## config.mk

```make
export PLATFORM = sky130hd
export DESIGN_NAME = bmp_scan_ctrl
export DESIGN_NICKNAME = d
export VERILOG_FILES = /design/src/rtl/bmp_scan_ctrl.sv
export SDC_FILE = /design/constraint.sdc
export NUM_CORES = 1
export LEC_CHECK = 0
export CORE_ASPECT_RATIO = 1.4
export CORE_MARGIN = 5
export CORE_UTILIZATION = 50
export DETAILED_ROUTE_END_ITERATION = 16
export PLACE_DENSITY = 0.85
export SLEW_MARGIN = 10
export SYNTH_ARGS = -nofsm -noshare
export SYNTH_HDL_FRONTEND = slang
export SYNTH_SLANG_ARGS = --single-unit
export TNS_END_PERCENT = 20
```

## constraint.sdc

```tcl
create_clock -name clk -period 1.71 [get_ports clk]
set_input_delay 0.2565 -clock clk [delete_from_list [all_inputs] [get_ports clk]]
set_output_delay 0.2565 -clock clk [all_outputs]
set_load 0.01 [all_outputs]
```

## src/rtl/bmp_scan_ctrl.sv

```systemverilog
// Sequences one bitmap load, then 24 column scans and 32 top/bottom row-pair scans through the compare ALU.
// Latency: 226 cycles from start sample to done with 1-cycle ready/alu_done responses; every output is registered.
// Backpressure: stalls indefinitely on colready/rowready/alu_done; BMP_SCAN_WDOG_EN adds a TMO_CYC watchdog that aborts to ERR.
module bmp_scan_ctrl #(
    parameter int NCOLS   = 24,
    parameter int NROWS   = 64,
    parameter int CNTW    = 6,
    parameter int TMO_CYC = 255
) (
    input  logic            clk,
    input  logic            rst_n,
    input  logic            start,
    output logic            bmp_wren,
    output logic            nextcol,
    output logic            nextrowtop,
    output logic            nextrowbot,
    input  logic            colready,
    input  logic            rowtopready,
    input  logic            rowbotready,
    output logic            alu_go,
    input  logic            alu_done,
    output logic [CNTW-1:0] col_idx,
    output logic [CNTW-1:0] row_idx,
    output logic            busy,
    output logic            done,
    output logic            err
);

    typedef enum logic [3:0] {
        S_IDLE, S_LOAD, S_COL_REQ, S_COL_WAIT, S_COL_ALU,
        S_ROW_REQ, S_ROW_WAIT, S_ROW_ALU, S_DONE, S_ERR
    } state_t;

    state_t            state_q;
    logic              bmp_wren_q, nextcol_q, nextrowtop_q, nextrowbot_q;
    logic              alu_go_q, done_q, busy_q, err_q;
    logic [CNTW-1:0]   col_idx_q, row_idx_q;
    logic              top_seen_q, bot_seen_q;

    // Row readiness may arrive in any order; combine the latched flag with this cycle's input.
    logic top_now, bot_now;
    assign top_now = top_seen_q | rowtopready;
    assign bot_now = bot_seen_q | rowbotready;

    // alu_done coinciding with our own alu_go pulse belongs to no slice we issued, so it is ignored.
    logic alu_done_ok;
    assign alu_done_ok = alu_done & ~alu_go_q;

    logic wait_st;
    assign wait_st = (state_q == S_COL_WAIT) || (state_q == S_COL_ALU) ||
                     (state_q == S_ROW_WAIT) || (state_q == S_ROW_ALU);

    // Watchdog (BMP_SCAN_WDOG_EN): counts cycles spent in one waiting state.
    logic tmo;
`ifdef BMP_SCAN_WDOG_EN
    localparam int WDW = $clog2(TMO_CYC + 1);
    logic [WDW-1:0] wdog_q;
    logic           stall;

    assign stall = ((state_q == S_COL_WAIT) && !colready) ||
                   ((state_q == S_COL_ALU)  && !alu_done_ok) ||
                   ((state_q == S_ROW_WAIT) && !(top_now && bot_now)) ||
                   ((state_q == S_ROW_ALU)  && !alu_done_ok);
    assign tmo = wait_st && (wdog_q == WDW'(TMO_CYC - 1));

    // Cycle counter restarts on every state change and only runs while stalled in a wait state.
    always_ff @(posedge clk) begin
        if (!rst_n) begin
            wdog_q <= '0;
        end else if (wait_st && stall) begin
            wdog_q <= wdog_q + 1'b1;
        end else begin
            wdog_q <= '0;
        end
    end
`else
    logic wdog_unused;
    assign wdog_unused = wait_st & (TMO_CYC != 0);
    assign tmo = 1'b0;
`endif

    // Main sequencer: state, counters and every output are updated together so outputs stay registered.
    always_ff @(posedge clk) begin
        if (!rst_n) begin
            state_q      <= S_IDLE;
            bmp_wren_q   <= 1'b0;
            nextcol_q    <= 1'b0;
            nextrowtop_q <= 1'b0;
            nextrowbot_q <= 1'b0;
            alu_go_q     <= 1'b0;
            done_q       <= 1'b0;
            busy_q       <= 1'b0;
            err_q        <= 1'b0;
            col_idx_q    <= '0;
            row_idx_q    <= '0;
            top_seen_q   <= 1'b0;
            bot_seen_q   <= 1'b0;
        end else begin
            bmp_wren_q   <= 1'b0;
            nextcol_q    <= 1'b0;
            nextrowtop_q <= 1'b0;
            nextrowbot_q <= 1'b0;
            alu_go_q     <= 1'b0;
            done_q       <= 1'b0;
            if (tmo) begin
                // Abort keeps the indices of the stalled slice for debug.
                state_q    <= S_ERR;
                busy_q     <= 1'b0;
                err_q      <= 1'b1;
                top_seen_q <= 1'b0;
                bot_seen_q <= 1'b0;
            end else begin
                case (state_q)
                    S_IDLE: begin
                        if (start) begin
                            state_q    <= S_LOAD;
                            bmp_wren_q <= 1'b1;
                            busy_q     <= 1'b1;
                            err_q      <= 1'b0;
                            col_idx_q  <= '0;
                            row_idx_q  <= '0;
                            top_seen_q <= 1'b0;
                            bot_seen_q <= 1'b0;
                        end
                    end
                    S_LOAD: begin
                        state_q   <= S_COL_REQ;
                        nextcol_q <= 1'b1;
                    end
                    S_COL_REQ: state_q <= S_COL_WAIT;
                    S_COL_WAIT: begin
                        if (colready) begin
                            state_q  <= S_COL_ALU;
                            alu_go_q <= 1'b1;
                        end
                    end
                    S_COL_ALU: begin
                        if (alu_done_ok) begin
                            if (col_idx_q == CNTW'(NCOLS - 1)) begin
                                state_q      <= S_ROW_REQ;
                                row_idx_q    <= '0;
                                nextrowtop_q <= 1'b1;
                                nextrowbot_q <= 1'b1;
                            end else begin
                                state_q   <= S_COL_REQ;
                                col_idx_q <= col_idx_q + 1'b1;
                                nextcol_q <= 1'b1;
                            end
                        end
                    end
                    S_ROW_REQ: state_q <= S_ROW_WAIT;
                    S_ROW_WAIT: begin
                        if (top_now && bot_now) begin
                            state_q    <= S_ROW_ALU;
                            alu_go_q   <= 1'b1;
                            top_seen_q <= 1'b0;
                            bot_seen_q <= 1'b0;
                        end else begin
                            top_seen_q <= top_now;
                            bot_seen_q <= bot_now;
                        end
                    end
                    S_ROW_ALU: begin
                        if (alu_done_ok) begin
                            if (row_idx_q == CNTW'(NROWS / 2 - 1)) begin
                                state_q <= S_DONE;
                                done_q  <= 1'b1;
                                busy_q  <= 1'b0;
                            end else begin
                                state_q      <= S_ROW_REQ;
                                row_idx_q    <= row_idx_q + 1'b1;
                                nextrowtop_q <= 1'b1;
                                nextrowbot_q <= 1'b1;
                            end
                        end
                    end
                    S_DONE:  state_q <= S_IDLE;
                    S_ERR:   state_q <= S_IDLE;
                    default: state_q <= S_IDLE;
                endcase
            end
        end
    end

    assign bmp_wren   = bmp_wren_q;
    assign nextcol    = nextcol_q;
    assign nextrowtop = nextrowtop_q;
    assign nextrowbot = nextrowbot_q;
    assign alu_go     = alu_go_q;
    assign done       = done_q;
    assign busy       = busy_q;
    assign err        = err_q;
    assign col_idx    = col_idx_q;
    assign row_idx    = row_idx_q;

endmodule
```

==> results.md, run 1 <==
- Dominant delay contributor by cell family on the critical path: buffers and inverters
- Number of buffers on the longest clock path: 2
- Area of placed instances: 1754 sq um
- Half-perimeter wire length after placement: 2721 microns
- Mean instance size in the synthesized netlist: 8.529 sq um
- Sequential area share after synthesis: 35.65%
- Final net count: 210
- Post-synthesis cell count: 158
- Total gr overflow: 0
- Share of total power in combinational logic: 43.5%
- Final Cell Area: 1790 sq um
- Total internal power: 1.025 mW
- Switch Pwr: 0.5785 mW
- Length of the first detailed-routing pass in iterations: 5
- Skew final: 1.671 ps
- Number of setup buffers added after CTS: 0
- Setup TNS: 0 ps
- Number of H-tree branching levels: 1
- Ratio of cells with drive above 1 in the final layout: 19.60%
- Element type at the critical path end: primary output
- Hold buffer count at cts: 0
- Highest Clock Rate: 601.3 MHz
- Pleak: 0.6427 nW
- Total routing usage reported by global routing: 20.01%
- Cell area after technology mapping: 1348 sq um
- Sequential power share: 41.0%
- Core occupancy in the finished layout: 68.47%
- Vias after detailed routing: 1,337
- Placer congestion estimate: 0.9142
- FF+latch area: 485.5 sq um
- Critical path start-end classification: flop to primary output
- I/O Buffers: 25
- DIE AREA: 3848 sq um
- Die Span Y: 71.43 microns
- Final worst-path setup slack: 47.04 ps
- First-pass GRT wire length: 5906 microns
- CP max stage cell: sky130_fd_sc_hd__clkdlybuf4s50_1
- Bufs and invs on worst path: 1
- Share of power burned in the clock network: 15.5%
- Number of non-filler instances in the completed layout: 235
- Delay of the slowest cell on the worst path: 590 ps
- Effective utilization at floorplan: 51.53%
- # fillers: 218
- Fraction of power spent switching nets: 36.07%
- Multi-input combinational cell area: 807.0 sq um
- Placement Setup Slack: -134.5 ps
- Period utilization: 97.25%
- Most common cell after layout, fill and taps aside: sky130_fd_sc_hd__clkdlybuf4s50_1
- Detailed-route DRC error count: 0
- Final number of max-transition violations: 0
- Placement Rows: 22
- Antenna diode instance count: 0
- Worst Path Max Fanout: 8
- Prevailing post-synth register cell: sky130_fd_sc_hd__dfxtp_1
- Peak ir drop on the vdd network: 0.6707 mV
- Antenna violations before repair: 0
- Commonest cells after routing, fill and taps aside: 25 x sky130_fd_sc_hd__clkdlybuf4s50_1, 22 x sky130_fd_sc_hd__buf_4, 20 x sky130_fd_sc_hd__dfxtp_1
- Unrepaired setup endpoints after global routing: true
- Cell-by-cell listing of the critical path: clkdlybuf4s50_1
- Number of synthesized register bits: 24
- Width of the chip: 53.88 microns
- Number of nets produced by synthesis: 167
- Post-synthesis cell type count: 55
- Required time reported for the critical path endpoint: 1450 ps
- Startpoint types: flop
- YS warnings: 0
- Largest net degree at the start of global routing: 13
- Core Box Area: 2615 sq um
- Minimum clock period: 1663 ps
- Worst hold-check path type: flop to flop
- Number of global-route vias before repair: 1,330
- Total detailed-routing wirelength: 3501 microns
- Antenna Nets Post-Route: 0
- Final Hold Fails: 0
- Total instance count after detailed placement: 232
- Max_cap viols: 0
- Number of buffers inserted during clock tree synthesis: 3
- Area growth from synthesis to layout: 32.87%
- Async set-reset flop share out of synthesis: 0%
- Number of I/O pins: 27
- EDFF count, synth: 0
- Average detailed-routed wire length per instance: 14.90 microns
- Clock-pin slew on the worst setup and hold paths: 130 ps
- Clock tree from TritonCTS: done
- Source-to-sink clock delay at the later pin of the worst-skew pair: 310 ps
- Via/cell ratio: 5.689
- Resized Gates After CTS: 0
- Critical path arrival: 1410 ps
- Iteration-0 DRC Markers: 35
- Master cell of the clock root buffer: sky130_fd_sc_hd__clkbuf_4
- Outcome: complete, no violations
- Setup violation total in the final timing report: 0
- Clock sink count: 24
- Power density of the placed cells: 895.8 nW/um^2
- Final Power: 1.604 mW
- Final worst hold slack: 502.6 ps
cells in the mapped netlist (2+ instances only):
cell type	count	area share, %
sky130_fd_sc_hd__a22oi_1	2	1.1
sky130_fd_sc_hd__o2111ai_1	3	2.0
sky130_fd_sc_hd__nand4_1	3	1.4
sky130_fd_sc_hd__o22ai_1	2	0.93
sky130_fd_sc_hd__nand3_1	5	1.9
sky130_fd_sc_hd__nor2b_1	3	1.4
sky130_fd_sc_hd__nor3_1	5	1.9
sky130_fd_sc_hd__xor2_1	4	2.6
sky130_fd_sc_hd__o21ai_0	6	2.2
sky130_fd_sc_hd__and2_1	2	0.93
sky130_fd_sc_hd__a31oi_1	3	1.4
sky130_fd_sc_hd__or3_1	2	0.93
sky130_fd_sc_hd__inv_1	4	1.1
sky130_fd_sc_hd__o211ai_1	2	1.1
sky130_fd_sc_hd__mux2i_1	3	2.2
sky130_fd_sc_hd__nand2_1	15	4.2
sky130_fd_sc_hd__nor4_1	3	1.4
sky130_fd_sc_hd__a21oi_1	8	3.0
sky130_fd_sc_hd__clkbuf_1	3	0.84
sky130_fd_sc_hd__ha_1	2	1.9
sky130_fd_sc_hd__o41ai_1	2	1.3
sky130_fd_sc_hd__nor2_1	14	3.9
sky130_fd_sc_hd__nor3b_1	3	1.7
sky130_fd_sc_hd__dfxtp_1	24	36
sky130_fd_sc_hd__buf_4	3	1.7
sky130_fd_sc_hd__nand2b_1	3	1.4
state kept, by name, summed over array words and instances (netlist names):
name	count
done	1
bot_seen_q	1
state_q	4
busy	1
nextcol	1
alu_go	1
top_seen_q	1
row_idx	6
col_idx	6
bmp_wren	1
nextrowbot	1
routing by layer:
layer | vias to the layer above | routed length [microns] | track usage, %
li1 | 667 | - | -
met1 | 629 | 1448 | 24.16
met2 | 34 | 1843 | 34.50
met3 | 7 | 141 | 2.911
met4 | 0 | 68 | 7.386
met5 | - | 0 | 0
power by group through the flow:
stage / combinational (mW) / sequential, mW / clock (mW)
final: 0.697 / 0.658 / 0.249
after global routing: 0.752 / 0.669 / 0.282
after CTS: 0.687 / 0.655 / 0.259
after detailed placement: 0.683 / 0.668 / 0
after global placement: 0.672 / 0.666 / 0
after floorplan: 0.440 / 0.660 / 0
cell type report:
class	instances	share of cell area [%]
repair buffers	47	23.20
multi-input cells	121	45.07
clock buffers	3	1.258
inverters	4	0.8386
well taps	36	2.516
flip-flops and latches	24	27.11
worst paths after layout:
kind                                  from    endpoint  slack, ps  cells past startpoint
worst max-delay path            row_idx[2]  row_idx[2]         50                      1
worst min-delay path                  busy        busy        500                      2
worst max register to register  col_idx[1]  col_idx[1]         90                      7
worst min register to register        busy        busy        500                      2
logic make-up after synthesis:
logic type,Yosys count,synth area share [%]
and+or+nand+nor,69,27.76
AOI/OAI and AO/OA,42,24.51
DFF,24,35.65
buffers and inverters,13,5.106
xor gates and xnor gates,4,2.600
muxes,3,2.229
adders and majority gates,2,1.857
other,1,0.2783
No activity file was read; power rests on OpenSTA's default activity.
==> run 2: changes to the inputs <==
- CTS_CLUSTER_DIAMETER: not set -> 200
==> results of run 2 <==
The final DEF is identical to that of run 1; final timing and power are the same.
==> run 3: changes to the inputs <==
- MAX_ROUTING_LAYER: not set -> met4
==> results.md, run 3 (synthesis results as in run 1) <==
- Cell-by-cell listing of the critical path: buf_4 -> clkdlybuf4s50_1
- Number of buffers on the longest clock path: 2
- Period utilization: 95.41%
- Placer congestion estimate: 0.9163
- # fillers: 209
- Total detailed-routing wirelength: 3580 microns
- Number of setup buffers added after CTS: 0
- Minimum clock period: 1631 ps
- Effective utilization at floorplan: 51.53%
- Largest net degree at the start of global routing: 14
- Unrepaired setup endpoints after global routing: false
- Critical path start-end classification: flop to primary output
- Total instance count after detailed placement: 232
- Worst Path Max Fanout: 5
- Required time reported for the critical path endpoint: 1450 ps
- Startpoint types: flop
- DIE AREA: 3848 sq um
- Skew final: 6.155 ps
- Multi-input combinational cell area: 815.8 sq um
- Vias after detailed routing: 1,396
- Number of I/O pins: 27
- Ratio of cells with drive above 1 in the final layout: 22.00%
- Critical path arrival: 1370 ps
- Die Span Y: 71.43 microns
- Delay of the slowest cell on the worst path: 550 ps
- Pleak: 0.6645 nW
- Worst hold-check path type: flop to flop
- Cells on Worst Hold Path: 2
- Area growth from synthesis to layout: 34.91%
- Setup violation total in the final timing report: 0
- Antenna violations before repair: 0
- Clock tree from TritonCTS: done
- Commonest cells after routing, fill and taps aside: 25 x sky130_fd_sc_hd__clkdlybuf4s50_1, 22 x sky130_fd_sc_hd__buf_4, 16 x sky130_fd_sc_hd__dfxtp_1
- Peak ir drop on the vdd network: 0.6157 mV
- Core Box Area: 2615 sq um
- Worst-case reg-to-reg path depth: 7
- Master cell of the clock root buffer: sky130_fd_sc_hd__clkbuf_4
- Clock sink count: 24
- Outcome: complete, no violations
- Final Hold Fails: 0
- Number of non-filler instances in the completed layout: 236
- Clock-pin slew on the worst setup and hold paths: 130 ps
- Iteration-0 DRC Markers: 30
- Total routing usage reported by global routing: 20.75%
- Highest Clock Rate: 612.9 MHz
- Number of H-tree branching levels: 1
- Most common cell after layout, fill and taps aside: sky130_fd_sc_hd__clkdlybuf4s50_1
- Total gr overflow: 0
- Number of buffers inserted during clock tree synthesis: 3
- Width of the chip: 53.88 microns
- I/O Buffers: 25
- Antenna diode instance count: 0
- Final number of max-transition violations: 0
- First-pass GRT wire length: 5913 microns
- Half-perimeter wire length after placement: 2751 microns
- Detailed-route DRC error count: 0
- Final Power: 1.689 mW
- Source-to-sink clock delay at the later pin of the worst-skew pair: 330 ps
- Via/cell ratio: 5.915
- Average detailed-routed wire length per instance: 15.17 microns
- Length of the first detailed-routing pass in iterations: 4
- Power density of the placed cells: 929.3 nW/um^2
- FF+latch area: 490.5 sq um
- Antenna Nets Post-Route: 0
- CP max stage cell: sky130_fd_sc_hd__clkdlybuf4s50_1
- Final net count: 210
- Placement Rows: 22
- Number of global-route vias before repair: 1,331
- Element type at the critical path end: primary output
- Max_cap viols: 0
[run 3: cell types whose count changed in the layout (fill, tap and decap cells not counted)]
cell / change
sky130_fd_sc_hd__clkbuf_8: +1
sky130_fd_sc_hd__dfxtp_1: -4
sky130_fd_sc_hd__dfxtp_2: +4
sky130_fd_sc_hd__mux2i_1: +1
sky130_fd_sc_hd__mux2i_2: -1
sky130_fd_sc_hd__nor2_1: +1
sky130_fd_sc_hd__nor2_2: -1
sky130_fd_sc_hd__o41ai_1: -2
sky130_fd_sc_hd__o41ai_2: +2
[run 3: repair_timing]
item,4_1_cts,5_1_grt
hold buffers,0,0
endpoints found under the setup margin,0,16
gates resized for setup,0,11
[run 3: layout make-up]
type / instances / share of cell area (%)
Multi-Input combinational cell: 121 / 44.87
Clock buffer: 4 / 1.996
Inverter: 4 / 0.8259
Sequential cell: 24 / 26.98
Timing Repair Buffer: 47 / 22.85
Tap cell: 36 / 2.478
[run 3: metal layers]
| layer | global-route usage (%) | vias to the layer above | share of wire, % |
|---|---|---|---|
| met1 | 23.40 | 668 | 40 |
| met4 | 10.80 | 0 | 3.6 |
| met2 | 34.23 | 42 | 53 |
| met5 | - | - | 0 |
| li1 | - | 672 | - |
| met3 | 2.911 | 14 | 3.6 |
[run 3: power breakdown]
part	switching, mW	internal (mW)	leakage [nW]
sequential	0.0564	0.608	0.198
clock	0.185	0.131	0.0210
combinational	0.358	0.352	0.445
[run 3: through the flow]
step / area [sq um] / TNS (ps) / hold slack (ps) / setup WS, ps / util [%]
detailed placement: 1754 / -529.4 / 478.4 / -118.5 / 67.08
global placement: 1754 / -342.8 / 467.1 / -93.09 / 67.08
floorplan: 1348 / 0 / 392.4 / 111.3 / -
finish: 1818 / 0 / 481.6 / 78.51 / 69.52
global route: 1818 / 0 / 509.9 / 8.145 / 69.52
CTS: 1790 / 0 / 497.3 / 15.60 / 68.47
[run 3: worst max-delay path: cells and delay by family, from the launching register on]
family	cells	cell delay (ps)
DFF	1	360
buffers and inverters	2	690
[run 3: worst paths after layout]
| path | from | to | slack [ps] |
|---|---|---|---|
| setup / recovery | row_idx[0] | row_idx[0] | 80 |
| hold / removal | busy | busy | 480 |
| setup reg to reg | col_idx[1] | col_idx[1] | 130 |
| hold reg to reg | busy | busy | 480 |
